===== src/rtl/ssi_pkg.sv =====
// ssi_pkg: shared glyph table, scan state encoding and pin polarity helper
package ssi_pkg;
    typedef enum logic [1:0] {IDLE, BLANK, SHOW} state_e;
    localparam logic [6:0] GLYPHS [16] = '{
        7'h3F, 7'h06, 7'h5B, 7'h4F, 7'h66, 7'h6D, 7'h7D, 7'h07,
        7'h7F, 7'h6F, 7'h77, 7'h7C, 7'h39, 7'h5E, 7'h79, 7'h71
    };
    function automatic logic [31:0] pol_mask(input bit act_low);
        return act_low ? '1 : '0;
    endfunction
endpackage


===== src/rtl/ssi_hex_decode.sv =====
// ssi_hex_decode: nibble to active-high {g,f,e,d,c,b,a} segments
module ssi_hex_decode
    import ssi_pkg::*;
(
    input  logic [3:0] nibble,
    output logic [6:0] seg
);
    assign seg = GLYPHS[nibble];
endmodule


===== src/rtl/ssi_scan_driver.sv =====
// ssi_scan_driver: multiplexed seven-segment scanner with blanking, LZ suppression, dp, PWM and frame snapshots
module ssi_scan_driver
    import ssi_pkg::*;
#(
    parameter int DIGITS       = 4,
    parameter int DWELL_CYCLES = 50000,
    parameter int BLANK_CYCLES = 500,
    parameter int PWM_W        = 4,
    parameter bit DIG_ACT_LOW  = 1'b1,
    parameter bit SEG_ACT_LOW  = 1'b1
) (
    input  logic                  i_clk,
    input  logic                  i_reset_n,
    input  logic                  i_enable,
    input  logic [4*DIGITS-1:0]   i_digits,
    input  logic [DIGITS-1:0]     i_dp,
    input  logic                  i_lz_suppress,
    input  logic [PWM_W-1:0]      i_brightness,
    output logic [DIGITS-1:0]     o_dig_sel,
    output logic [6:0]            o_segments,
    output logic                  o_dp,
    output logic                  o_frame_tick
);
    localparam int SW = DIGITS > 1 ? $clog2(DIGITS) : 1;
    localparam int TW = $clog2(DWELL_CYCLES);
    localparam logic [DIGITS-1:0] DIG_OFF = DIGITS'(pol_mask(DIG_ACT_LOW));
    localparam logic [6:0] SEG_OFF = 7'(pol_mask(SEG_ACT_LOW));

    if (DWELL_CYCLES <= BLANK_CYCLES || BLANK_CYCLES < 1 || DIGITS < 1) begin : g_bad_params
        $error("ssi_scan_driver: need DWELL_CYCLES > BLANK_CYCLES >= 1 and DIGITS >= 1");
    end

    state_e state_q, state_d;
    logic [TW-1:0] tmr_q, tmr_d;
    logic [SW-1:0] slot_q, slot_d;
    logic [PWM_W-1:0] phase_q, bright_snap;
    logic [4*DIGITS-1:0] dig_snap;
    logic [DIGITS-1:0] dp_snap, lz_mask, sel_oh;
    logic lz_snap, lz_run, wrap, running, take, seg_on, sel_on;
    logic [6:0] glyph;

    ssi_hex_decode u_dec (.nibble(dig_snap[4*slot_q +: 4]), .seg(glyph));

    always_comb begin
        wrap    = tmr_q == TW'(DWELL_CYCLES - 1);
        running = i_enable && state_q != IDLE;
        tmr_d   = running ? (wrap ? '0 : tmr_q + 1'b1) : '0;
        slot_d  = !running ? '0 : !wrap ? slot_q : slot_q == SW'(DIGITS - 1) ? '0 : slot_q + 1'b1;
        state_d = !i_enable ? IDLE : tmr_d < TW'(BLANK_CYCLES) ? BLANK : SHOW;
        take    = state_q == BLANK && slot_q == '0 && tmr_q == '0;
    end

    always_ff @(posedge i_clk or negedge i_reset_n) begin
        if (!i_reset_n) begin
            state_q <= BLANK;
            tmr_q   <= '0;
            slot_q  <= '0;
            phase_q <= '0;
        end else begin
            state_q <= state_d;
            tmr_q   <= tmr_d;
            slot_q  <= slot_d;
            phase_q <= phase_q == PWM_W'(2**PWM_W - 2) ? '0 : phase_q + 1'b1;
        end
    end

    // Inputs are sampled once per frame so a value never tears across slots
    always_ff @(posedge i_clk or negedge i_reset_n) begin
        if (!i_reset_n) begin
            dig_snap    <= '0;
            dp_snap     <= '0;
            lz_snap     <= 1'b0;
            bright_snap <= '0;
        end else if (take) begin
            dig_snap    <= i_digits;
            dp_snap     <= i_dp;
            lz_snap     <= i_lz_suppress;
            bright_snap <= i_brightness;
        end
    end

    always_comb begin
        lz_mask = '0;
        lz_run  = lz_snap;
        for (int i = DIGITS - 1; i >= 0; i--) begin
            lz_run     = lz_run && dig_snap[4*i +: 4] == 4'd0 && !dp_snap[i];
            lz_mask[i] = lz_run && i != 0;
        end
        seg_on = state_q == SHOW && !lz_mask[slot_q];
        sel_on = seg_on && phase_q < bright_snap;
        sel_oh = sel_on ? DIGITS'(1) << slot_q : '0;
    end

    always_ff @(posedge i_clk or negedge i_reset_n) begin
        if (!i_reset_n) begin
            o_dig_sel    <= DIG_OFF;
            o_segments   <= SEG_OFF;
            o_dp         <= SEG_OFF[0];
            o_frame_tick <= 1'b0;
        end else begin
            o_dig_sel    <= sel_oh ^ DIG_OFF;
            o_segments   <= (seg_on ? glyph : 7'h00) ^ SEG_OFF;
            o_dp         <= (seg_on && dp_snap[slot_q]) ^ SEG_OFF[0];
            o_frame_tick <= running && wrap && slot_q == SW'(DIGITS - 1);
        end
    end
endmodule

===== config.mk =====
export PLATFORM = sky130hd
export DESIGN_NAME = ssi_scan_driver
export DESIGN_NICKNAME = d
export VERILOG_FILES = /design/src/rtl/ssi_pkg.sv /design/src/rtl/ssi_hex_decode.sv /design/src/rtl/ssi_scan_driver.sv
export SDC_FILE = /design/constraint.sdc
export NUM_CORES = 1
export LEC_CHECK = 0
export CELL_PAD_IN_SITES_DETAIL_PLACEMENT = 1
export CELL_PAD_IN_SITES_GLOBAL_PLACEMENT = 1
export CORE_MARGIN = 4
export CORE_UTILIZATION = 49
export CTS_BUF_LIST = sky130_fd_sc_hd__clkbuf_4 sky130_fd_sc_hd__clkbuf_8
export DETAILED_ROUTE_END_ITERATION = 16
export PLACE_DENSITY = 0.94
export SLEW_MARGIN = 40
export SYNTH_ARGS = -nofsm -noshare
export SYNTH_HDL_FRONTEND = slang
export SYNTH_SLANG_ARGS = --single-unit

===== constraint.sdc =====
create_clock -name i_clk -period 5.2 [get_ports i_clk]
set_input_delay 1.56 -clock i_clk [delete_from_list [all_inputs] [get_ports i_clk]]
set_output_delay 1.56 -clock i_clk [all_outputs]
set_load 0.01 [all_outputs]

==> impl_metrics.csv <==
group,metric,value,unit
status,status,"finished clean",
synth,synthesis.nets,335,
clock_network,clk_latency,350,ps
clock_network,ctsHoldBuffers,0,
clock_network,post_cts_buffers,0,
synth,ys_async_sr_fraction,100,%
die,dieArea,7910,sq um
setup_path,cp_max_fo,4,
routing,drc,0,
final_layout,finalInstanceArea,3910,sq um
global_route,grt_pass1_wl,14900,um
sta,fmax,0.334,GHz
setup_path,cp-end-kind,"flop",
min_path,hold_class,"flop to flop",
routing,drtAntennaViolNets,0,
clock_network,cts-resized-gates,0,
power_and_ir_drop,p_sw_share,26.2,%
synth,syn-cell-area,3210,sq um
synth,syn_avg_cell_area,11.0,sq um
power_and_ir_drop,p_total,1.28,mW
setup_path,critPathLaunchType,"primary input",
power_and_ir_drop,clockPowerShare,41.4,%
sta,fin_setup_tns,0,ps
clock_network,clock_path_buffers,2,
synth,syn_inst,293,
placement,io_buffer_count,40,
synth,synth_commonest_cells,"dfrtp_1 (49), nor2_1 (26), nand2_1 (24), mux2_2 (21), inv_1 (17)",
setup_path,critPathKind,"primary input to flop",
clock_network,clkSinkCount,62,
synth,synth_area_leaders,"dfrtp_1 (38%), dfstp_2 (11%), mux2_2 (7.4%)",
sta,setup_viol,0,
routing,via_per_inst,6.12,
flow_run,max-cap-violations,0,
sta,period_needed,2990,ps
synth,synth_ff_type,"dfrtp_1",
clock_network,path_clk_slew,70,ps
sta,rsz0062_at_grt,"no",
clock_network,cts-root-buf,"clkbuf_8",
min_path,hold_depth,1,
die,dieWidth,88.9,um
routing,vias,2545,
routing,drt-wirelength-per-cell,21.9,um
routing,drt-initial-drc-count,179,
power_and_ir_drop,combPwrFrac,15.2,%
final_layout,syn2layout_area_growth,21.7,%
setup_path,ff2ff_path_depth,6,
die,core,6350,sq um
global_route,grt_max_degree,40,
sta,finClkSkew,8.96,ps
synth,synth_edf_count,0,
power_and_ir_drop,powerDensity,328,nW/um^2
final_layout,num-nets-final,376,
final_layout,drive_above_1_share,20.1,%
power_and_ir_drop,p_sw,0.335,mW
synth,yosysWarnings,0,
synth,yosysMostFrequentCell,"dfrtp_1",
power_and_ir_drop,worst_ir_drop_vdd,0.172,mV
synth,yosys.area.top_type,"dfrtp_1",
global_route,grt_overflow,0,
clock_network,cts-htree-levels,3,
power_and_ir_drop,pwr-share-seq,43.4,%
power_and_ir_drop,cellLeakagePower,1.63,nW
sta,slew_violations,0,
synth,yosysSeqAreaShare,48.8,%
die,rows,29,
sta,hold_viol_final,0,
global_route,grt_antenna_before_repair,0,
global_route,grt_usage,25.7,%
sta,worstMarginPinSlew,635,ps
placement,gp_congestion,0.837,
sta,min_period_over_period,57.6,%
sta,slew_headroom,57.7,%
clock_network,tritoncts,"done",
synth,ys_ff_latch,62,
global_route,grt_pass1_vias,2773,
routing,routed_wl,9120,um
synth,synth_top_area_share,38.2,%
setup_path,required,5490,ps
die,dieHeight,88.9,um
setup_path,worstPathArrival,3280,ps
die,num_io_pins,41,
clock_network,cts_inserted_buffers,9,
synth,synth_cell_types,51,
die,initial_core_util,50.6,%
routing,drt_pass1_iterations,4,
placement,placed_area,3650,sq um
power_and_ir_drop,cellInternalPower,0.946,mW
placement,place_hpwl,6130,um
final_layout,antenna_cells,0,
-- sequential cells by signal, indices dropped and copies added, names as in the netlist --
register and flops:
o_segments 7, tmr_q 16, o_dig_sel 4, o_frame_tick 1, phase_q 4, dp_snap 4, lz_snap 1, bright_snap 4
state_q 2, dig_snap 16, slot_q 2, o_dp 1
-- layout by cell type, fill, tap and decap left out, drive strengths merged, types with 3 or more instances in the layout --
cell type | Yosys | routed
dfrtp | 49 | 49
clkdlybuf4s50 | 0 | 39
nor2 | 26 | 26
nand2 | 24 | 24
mux2 | 21 | 21
inv | 17 | 17
nand3 | 15 | 15
ha | 14 | 14
dfstp | 13 | 13
o21ai | 11 | 11
clkbuf | 2 | 10
xor2 | 8 | 8
a21oi | 7 | 7
nor4 | 7 | 7
nand4 | 7 | 7
mux4 | 5 | 5
nand2b | 5 | 5
xnor2 | 5 | 5
mux2i | 5 | 5
buf | 12 | 5
nor3 | 4 | 4
o221ai | 3 | 3
or4 | 3 | 3
bufinv | 0 | 3
clkinv | 0 | 3
-- final timing paths --
path | start | end | slack (ps)
setup / recovery | i_enable | state_q[1] | 2210
hold / removal | lz_snap | lz_snap | 520
setup reg to reg | tmr_q[0] | state_q[1] | 2890
hold reg to reg | lz_snap | lz_snap | 520
max in group asynchronous | i_reset_n | dig_snap[14] | 3110
min in group asynchronous | i_reset_n | tmr_q[10] | 1200
-- power groups by stage --
stage | clock (mW) | combinational, mW | sequential (mW)
finish | 0.531 | 0.194 | 0.556
global placement | 0 | 0.174 | 0.556
floorplan | 0 | 0.127 | 0.548
global route | 0.567 | 0.213 | 0.559
CTS | 0.541 | 0.195 | 0.555
detailed placement | 0 | 0.188 | 0.562
-- metrics by stage --
stage	util, %	std cells	setup slack [ps]	hold slack [ps]
6_report	61.5	416	2210	517
5_1_grt	61.5	416	2140	544
4_1_cts	61.4	415	2210	520
3_5_place_dp	57.5	399	1880	503
3_3_place_gp	57.5	399	2060	487
2_1_floorplan	-	293	2660	472
-- cell families after synthesis --
| family | share of synthesized area, % |
|---|---|
| AND/OR/NAND/NOR | 16.9 |
| flip-flops | 48.8 |
| AO/OA/AOI/OAI | 8.38 |
| buffers and inverters | 4.44 |
| multiplexers | 12.4 |
| adder cells (fa/ha/maj) | 5.46 |
| XOR/XNOR | 3.55 |
-- layer usage --
metal / global-route usage [%] / share of wire, %
met5: 0 / 0
met4: 10.0 / 2.8
met3: 5.16 / 5.2
met2: 44.7 / 52
met1: 31.5 / 40
-- cell type report --
class                           count  area (sq um)
Inverter                           17          63.8
Fill cell                         669          2440
Clock buffer                       10           138
Clock inverter                      6           109
Sequential cell                    62          1570
Timing Repair Buffer               44           425
Tap cell                           77          96.3
Multi-Input combinational cell    200          1510
-- worst max-delay path: stages --
cell and delay (ps):
clkdlybuf4s50_1 570, o21a_1 250, nand2_1 120, a2111oi_0 580
o31a_1 210
Note: power is estimated with default switching activity, not from simulation.
